--- config.mk ---
export PLATFORM = sky130hd
export DESIGN_NAME = display_c2_driver
export DESIGN_NICKNAME = d
export VERILOG_FILES = /design/src/rtl/display_pkg.sv /design/src/rtl/display_c2_driver_seg7_decode.sv /design/src/rtl/display_c2_driver.sv
export SDC_FILE = /design/constraint.sdc
export NUM_CORES = 1
export LEC_CHECK = 0
export ABC_AREA = 1
export ABC_CLOCK_PERIOD_IN_PS = 6000
export BUFFER_PORTS_ARGS = -buffer_cell sky130_fd_sc_hd__buf_2
export CORE_AREA = 5 5 85 87
export DETAILED_ROUTE_END_ITERATION = 10
export DIE_AREA = 0 0 90 92
export PLACE_DENSITY_LB_ADDON = 0.05
export SYNTH_ARGS = -nofsm -noshare
export SYNTH_HDL_FRONTEND = slang
export SYNTH_HIERARCHICAL = 1
export SYNTH_SLANG_ARGS = --single-unit
--- constraint.sdc ---
create_clock -name clk -period 6 [get_ports clk]
set_input_delay 0.9 -clock clk [delete_from_list [all_inputs] [get_ports clk]]
set_output_delay 0.9 -clock clk [all_outputs]
set_load 0.1 [all_outputs]
--- src/rtl/display_pkg.sv ---
// Shared types and constants for the signed 7-segment display driver.
package display_pkg;

  typedef enum logic [1:0] {
    IDLE    = 2'd0,
    CONVERT = 2'd1,
    LATCH   = 2'd2
  } state_t;

  // Active-low segment patterns, bit order {g,f,e,d,c,b,a}
  localparam logic [6:0] SEG_0     = 7'b1000000;
  localparam logic [6:0] SEG_1     = 7'b1111001;
  localparam logic [6:0] SEG_2     = 7'b0100100;
  localparam logic [6:0] SEG_3     = 7'b0110000;
  localparam logic [6:0] SEG_4     = 7'b0011001;
  localparam logic [6:0] SEG_5     = 7'b0010010;
  localparam logic [6:0] SEG_6     = 7'b0000010;
  localparam logic [6:0] SEG_7     = 7'b1111000;
  localparam logic [6:0] SEG_8     = 7'b0000000;
  localparam logic [6:0] SEG_9     = 7'b0010000;
  localparam logic [6:0] SEG_MINUS = 7'b0111111;
  localparam logic [6:0] SEG_BLANK = 7'b1111111;

  localparam logic [1:0] DIG_UNITS = 2'd0;
  localparam logic [1:0] DIG_TENS  = 2'd1;
  localparam logic [1:0] DIG_SIGN  = 2'd2;

  // Double-dabble correction applied to each BCD nibble before the shift
  function automatic logic [3:0] dd_adj(input logic [3:0] n);
    return (n >= 4'd5) ? n + 4'd3 : n;
  endfunction

endpackage

--- src/rtl/display_c2_driver_seg7_decode.sv ---
// Combinational BCD nibble to active-low 7-segment map; zero latency, no flow control.
// Codes above 9 show blank.
module seg7_decode (
  input  logic [3:0] bcd,
  output logic [6:0] seg
);
  import display_pkg::*;

  always_comb begin
    seg = SEG_BLANK;
    case (bcd)
      4'd0: seg = SEG_0;
      4'd1: seg = SEG_1;
      4'd2: seg = SEG_2;
      4'd3: seg = SEG_3;
      4'd4: seg = SEG_4;
      4'd5: seg = SEG_5;
      4'd6: seg = SEG_6;
      4'd7: seg = SEG_7;
      4'd8: seg = SEG_8;
      4'd9: seg = SEG_9;
      default: seg = SEG_BLANK;
    endcase
  end

endmodule

--- src/rtl/display_c2_driver.sv ---
// Signed value -> sign/tens/units scanned 7-seg display; done at WIDTH+1 cycles after accept,
// ready_out low while converting (no queueing). LEADING_ZERO_BLANK_EN blanks a zero tens digit.
module display_c2_driver #(
  parameter int WIDTH       = 6,
  parameter int REFRESH_DIV = 50000
) (
  input  logic             clk,
  input  logic             rst,
  input  logic             valid_in,
  input  logic [WIDTH-1:0] value_in,
  output logic             ready_out,
  output logic             done,
  output logic [6:0]       seg,
  output logic [2:0]       an
);
  import display_pkg::*;

  localparam int CW = $clog2(WIDTH + 1);
  localparam int RW = (REFRESH_DIV > 1) ? $clog2(REFRESH_DIV) : 1;

  state_t            state, state_nxt;
  logic [CW-1:0]     iter;
  logic [WIDTH-1:0]  mag;
  logic              sgn;
  // Two BCD digits suffice for |value| <= 99, i.e. WIDTH up to 7
  logic [7:0]        bcd, bcd_adj;
  logic [7+WIDTH:0]  shifted;
  logic              disp_sgn;
  logic [3:0]        disp_tens, disp_units;
  logic [RW-1:0]     rcnt;
  logic [1:0]        scan;
  logic [3:0]        nib;
  logic [6:0]        dec_seg;
  logic              last_iter, wrap;

  assign last_iter = (iter == CW'(WIDTH - 1));
  assign bcd_adj   = {dd_adj(bcd[7:4]), dd_adj(bcd[3:0])};
  assign shifted   = {bcd_adj, mag} << 1;

  always_ff @(posedge clk or posedge rst) begin
    if (rst) state <= IDLE;
    else     state <= state_nxt;
  end

  always_comb begin
    state_nxt = state;
    ready_out = 1'b0;
    done      = 1'b0;
    case (state)
      IDLE: begin
        ready_out = 1'b1;
        if (valid_in) state_nxt = CONVERT;
      end
      CONVERT: if (last_iter) state_nxt = LATCH;
      LATCH: begin
        done      = 1'b1;
        state_nxt = IDLE;
      end
      default: state_nxt = IDLE;
    endcase
  end

  always_ff @(posedge clk or posedge rst) begin
    if (rst) begin
      sgn        <= 1'b0;
      mag        <= '0;
      bcd        <= '0;
      iter       <= '0;
      disp_sgn   <= 1'b0;
      disp_tens  <= '0;
      disp_units <= '0;
    end else begin
      case (state)
        IDLE: if (valid_in) begin
          sgn  <= value_in[WIDTH-1];
          mag  <= value_in[WIDTH-1] ? (~value_in + 1'b1) : value_in;
          bcd  <= '0;
          iter <= '0;
        end
        CONVERT: begin
          bcd  <= shifted[7+WIDTH:WIDTH];
          mag  <= shifted[WIDTH-1:0];
          iter <= iter + 1'b1;
        end
        LATCH: begin
          disp_sgn   <= sgn;
          disp_tens  <= bcd[7:4];
          disp_units <= bcd[3:0];
        end
        default: ;
      endcase
    end
  end

  // Free-running digit scan, independent of the conversion FSM
  assign wrap = (rcnt == RW'(REFRESH_DIV - 1));

  always_ff @(posedge clk or posedge rst) begin
    if (rst) begin
      rcnt <= '0;
      scan <= DIG_UNITS;
    end else if (wrap) begin
      rcnt <= '0;
      scan <= (scan == DIG_SIGN) ? DIG_UNITS : scan + 2'd1;
    end else begin
      rcnt <= rcnt + 1'b1;
    end
  end

  always_comb begin
    nib = disp_units;
    if (scan == DIG_TENS) nib = disp_tens;
  end

  seg7_decode u_dec (
    .bcd (nib),
    .seg (dec_seg)
  );

  always_comb begin
    an  = 3'b110;
    seg = dec_seg;
    case (scan)
      DIG_TENS: begin
        an = 3'b101;
`ifdef LEADING_ZERO_BLANK_EN
        if (disp_tens == 4'd0) seg = SEG_BLANK;
`endif
      end
      DIG_SIGN: begin
        an  = 3'b011;
        seg = disp_sgn ? SEG_MINUS : SEG_BLANK;
      end
      default: ;
    endcase
  end

endmodule

=== After elaboration in Yosys (flattened, before gate mapping) ===
Memory sizes are Yosys's and may differ from the RTL's.
Index checks and enable logic that the tools add are counted.

* Register bits after elaboration: 47
* Bits in read-only memories: 112
* Output and inout bits: 12
* Word-level logic and storage cells: 53
* Memories kept: 1

* Add/subtract/negate cells: 6
* $lt $le $gt $ge: 2
* Equal/unequal tests: 8
* Muxes and demuxes: 20
* Bitwise logic cells: 1
* Reductions and logical operators: 5

{| class="wikitable"
|+ Memory list
! name !! words !! width !! read ports !! clocked after Yosys merged registers in !! write ports !! RTL line !! RTL
|-
| (no name shown) || 16 || 7 || 1 || 0 || 0 || display_c2_driver_seg7_decode.sv:11 || <nowiki>case (bcd)</nowiki>
|}

{| class="wikitable"
|+ Operators by type and width
! cell !! count
|-
| adder 16 x 1 -> 16 bit (second input constant) || 1
|-
| == test 16 bit (second input constant) || 1
|-
| 2-to-1 mux 16 bit || 1
|-
| one-hot mux 8 bit (2 select lines) || 1
|-
| 2-to-1 mux 7 bit || 2
|-
| 2-to-1 mux 6 bit || 2
|-
| one-hot mux 3 bit (2 select lines) || 2
|-
| one-hot mux 6 bit (2 select lines) || 1
|-
| >= comparator 4 x 3 -> 1 bit (second input constant) || 2
|-
| 2-to-1 mux 4 bit || 2
|-
| 2-to-1 mux 8 bit || 1
|-
| adder 6 x 1 -> 6 bit (second input constant) || 1
|-
| 2-to-1 mux 2 bit || 3
|-
| 2-to-1 mux 3 bit || 2
|-
| inverter 6 bit || 1
|-
| AND reduction 2 bit || 3
|-
| adder 4 x 2 -> 4 bit (second input constant) || 1
|-
| == test 2 x 1 -> 1 bit (second input constant) || 2
|-
| == test 2 bit (second input constant) || 2
|-
| inequality test 2 bit (second input constant) || 2
|-
| one-hot mux 2 bit (2 select lines) || 1
|-
| adder 3 x 1 -> 3 bit (second input constant) || 1
|-
| adder 3 x 2 -> 3 bit (second input constant) || 1
|-
| == test 3 bit (second input constant) || 1
|-
| 4 further kinds || 5
|}

=== Depth between registers and ports, before layout ===
* Word-level depth: 5
* Depth in mapped cells: 12

=== By module ===
The synthesis kept the hierarchy.

{| class="wikitable"
|+ Modules (own cells, without submodules)
! module !! instances !! cells each !! area each (µm²)
|-
| display_c2_driver || 1 || 322 || 2,602.5
|-
| seg7_decode || 1 || 35 || 187.7
|}

=== Worst setup path after synthesis ===
No wires, ideal clock.

* Kind: flip-flop to output port
* Start point: register scan[1]
* End point: output seg[6]
* Data arrival time: 2,966 ps
* Required time: 5,100 ps
* Slack: 2,134 ps
* Stages on the path, launching flop included: 10
* Buffers on the path: 0
* Cell sequence: dfrtp_1 inv_1 ha_1 o21ai_0 inv_2 nand2_1 nand3_1 nand2_1 nor2_1 a21oi_1

* Cells in the longest elaborated chain, start to end: 4
* Elaborated cells on any way between the ends: 5
* Classes of those cells: eq/ne (2); mux (2); memory (1)

{| class="wikitable"
|+ Ends and longest elaborated chain
! item !! RTL line !! RTL
|-
| from (decl) || display_c2_driver.sv:31 || <nowiki>logic [1:0] scan;</nowiki>
|-
| from (signal assigned) || display_c2_driver.sv:104 || <nowiki>scan <= (scan == DIG_SIGN) ? DIG_UNITS : scan + 2'd1;</nowiki>
|-
| == test 2 x 1 -> 1 bit || display_c2_driver.sv:112 || <nowiki>if (scan == DIG_TENS) nib = disp_tens;</nowiki>
|-
| 2-to-1 mux 4 bit || display_c2_driver.sv:112 ||
|-
| net nib[2] || display_c2_driver.sv:32 || <nowiki>logic [3:0] nib;</nowiki>
|-
| memory read (16 x 7 bit) || n/a ||
|-
| net dec_seg[6] || display_c2_driver.sv:33 || <nowiki>logic [6:0] dec_seg;</nowiki>
|-
| 2-to-1 mux 7 bit || display_c2_driver.sv:123 || <nowiki>case (scan)</nowiki>
|-
| to (decl) || display_c2_driver.sv:13 || <nowiki>output logic [6:0] seg,</nowiki>
|}

The timed path passes the listed nets, and every way through them passes these cells.

=== Worst setup path in the final report ===
* Start point: register scan[1]
* End point: output seg[3]

The elaborated chain is that of the path after synthesis.

==> flow_summary.json <==
{
  "status": "completed",
  "yosysMostFrequentCell": "nand2_1",
  "postCtsSetupBuffers": 0,
  "filler_cell_count": 651,
  "period_minus_slack_ns": 3.49,
  "grt_first_pass_wirelength_mm": 9.21,
  "path_clk_slew_ns": 0.08,
  "vias": 2146,
  "power_uw": 1540,
  "drv_cap": 0,
  "final-hold-violation-count": 0,
  "io_pins": 21,
  "seq_area_um2": 1180,
  "synth-edff-count": 0,
  "vdd_drop_max_uv": 596,
  "synth_ff_type": "dfrtp_1",
  "p_leak_uw": 0.00156,
  "grt_max_degree": 48,
  "rows": 29,
  "gp_congestion": 0.837,
  "drtIter0Drc": 78,
  "tritoncts": "built",
  "syn-num-nets": 384,
  "ctsHoldBuffers": 0,
  "cts_resized": 0,
  "ys_top_cells_by_area": "dfrtp_1 (42%), nand2_1 (12%), ha_1 (8.1%)",
  "arrival_ns": 2.59,
  "avgRoutedWirePerCell_um": 11.3,
  "worst_pin_slew_ns": 0.966,
  "min_path_type": "register to register",
  "synth_cell_types": 30,
  "power_per_cell_area_nw_per_um2": 502,
  "clock_latency_ns": 0.29,
  "htreeDepth": 2,
  "path_class": "register to output port",
  "syn_inst": 357,
  "wl_mm": 5.17,
  "crit_top_cell": "nand2_1",
  "layout-drive-gt1-share_pct": 16.5,
  "grt_pass1_vias": 2051,
  "final-setup-viol-count": 0,
  "fin_nets": 408,
  "ys_top_cells_by_count": "nand2_1 (90), inv_1 (49), dfrtp_1 (47)",
  "synth_seq_cells": 47,
  "cp_max_fo": 6,
  "dp_hpwl_mm": 3.91,
  "rsz0062_at_grt": "no",
  "initial_core_util_pct": 44.4,
  "endpoint_kind": "output port",
  "start_kind": "register",
  "detail-route-antenna-nets": 0,
  "core_area_um2": 6280,
  "cts_root_buf": "clkbuf_8",
  "crit_chain": "inv_1 > ha_1 > inv_1 > nand2_1 > nand2_1 > inv_1 > ha_1 > nand2_1 > nand3_1 > nand2_1 > or2_2 > buf_2",
  "ys.warnings.count": 6,
  "critPathMaxStageDelay_ns": 0.40,
  "portBuffers": 20,
  "cts_sinks": 47,
  "area_delta_synth_final_pct": 9.91,
  "finalSetupTns_ns": 0,
  "synth.top_cell.area_share_pct": 42.2,
  "synth_area_leader_cell": "dfrtp_1",
  "die_h_um": 92,
  "dr.pass1.iters": 4,
  "async_flop_share_pct": 100,
  "grt_use_total_pct": 13.2,
  "netlist_area_um2": 2790,
  "period_share_pct": 58.2,
  "dieWidth_um": 90,
  "max_freq_ghz": 0.286,
  "overflow": 0,
  "fin_worst_skew_ns": 0.00287,
  "numCtsBuffers": 5,
  "antenna_found_initial": 0,
  "multi_input_area_um2": 1390,
  "yosysSeqAreaShare_pct": 42.2,
  "drcViolationCount": 0,
  "diodes": 0,
  "cp.required_ns": 5.10,
  "avgSynthCellArea_um2": 7.82,
  "vias_per_cell": 4.68,
  "clk_path_buf_depth": 2,
  "slew_viol_final": 0,
  "critPathSlowestCell": "dfrtp_1",
  "die-area_um2": 8280,
  "max-slew-margin-rel_pct": 35.5
}
-- where the power goes --
group,switching [uW],internal [uW],total [uW]
clock,104,105,210
combinational,655,212,866
sequential,56.1,407,463
-- layout by cell type, fill, tap and decap left out, types with 2 or more instances in the layout --
cell	instances
a21oi_1	9
buf_2	20
clkbuf_8	7
dfrtp_1	47
ha_1	18
inv_1	48
inv_2	5
nand2_1	90
nand2_2	9
nand3_1	24
nand4_1	4
nor2_1	39
nor2_2	3
nor2_4	4
o211ai_1	2
o21ai_0	14
o21ai_1	11
o21ai_2	2
o22ai_2	3
or2_2	6
xor2_1	7
-- worst paths after layout --
check                              start       end  slack (ns)  depth (start not counted)
worst max-delay path             scan[1]    seg[3]        2.51                         12
worst min-delay path              mag[5]    bcd[0]        0.49                          2
worst max register to register  state[1]    mag[3]        4.35                          6
worst min register to register    mag[5]    bcd[0]        0.49                          2
max in group asynchronous            rst  disp_sgn        4.58                          2
min in group asynchronous            rst    bcd[5]        0.82                          2
-- layer usage --
metal,part of all wire [%],track usage (%),vias to the layer above
li1,-,-,1165
met3,3.4,3.19,6
met5,0,0,-
met4,1.1,3.97,0
met2,44,20.9,21
met1,52,18.1,954
-- registers in the layout (all words and copies together), names as in the netlist --
register and flops:
disp_tens 4, bcd 8, state 2, sgn 1, scan 2, mag 6
rcnt 16, iter 3, disp_units 4, disp_sgn 1
-- area by class of cell --
type,count,share of cell area (%)
sequential,47,38.4
timing repair buffer,20,3.26
tap,77,3.14
multi-input combinational,253,45.2
inverter,54,6.77
clock buffer,8,3.26
-- per-stage QoR --
step | setup WS, ns | utilization [%] | area, um2 | hold WS, ns | instances
global route | 2.20 | 48.9 | 3070 | 0.521 | 459
global placement | 2.89 | 47.3 | 2970 | 0.470 | 451
finish | 2.51 | 48.9 | 3070 | 0.492 | 459
floorplan | 2.13 | - | 2790 | 0.448 | 357
CTS | 2.49 | 48.9 | 3070 | 0.496 | 459
detailed placement | 2.83 | 47.3 | 2970 | 0.472 | 451
-- cell families after synthesis --
kind of cell / after synthesis / synth area share, %
simple gates: 182 / 29.1
flops: 47 / 42.2
xor+xnor: 7 / 2.20
buf+inv: 57 / 8.16
fa+ha+maj: 18 / 8.07
compound gates: 46 / 10.3
-- critical path: cells and delay by family, from the launching register on --
family / cells / cell delay (ns)
buffers and inverters: 4 / 0.64
adders and majority gates: 2 / 0.54
DFF: 1 / 0.40
and+or+nand+nor: 6 / 0.73
(Power assumes the default switching activity.)
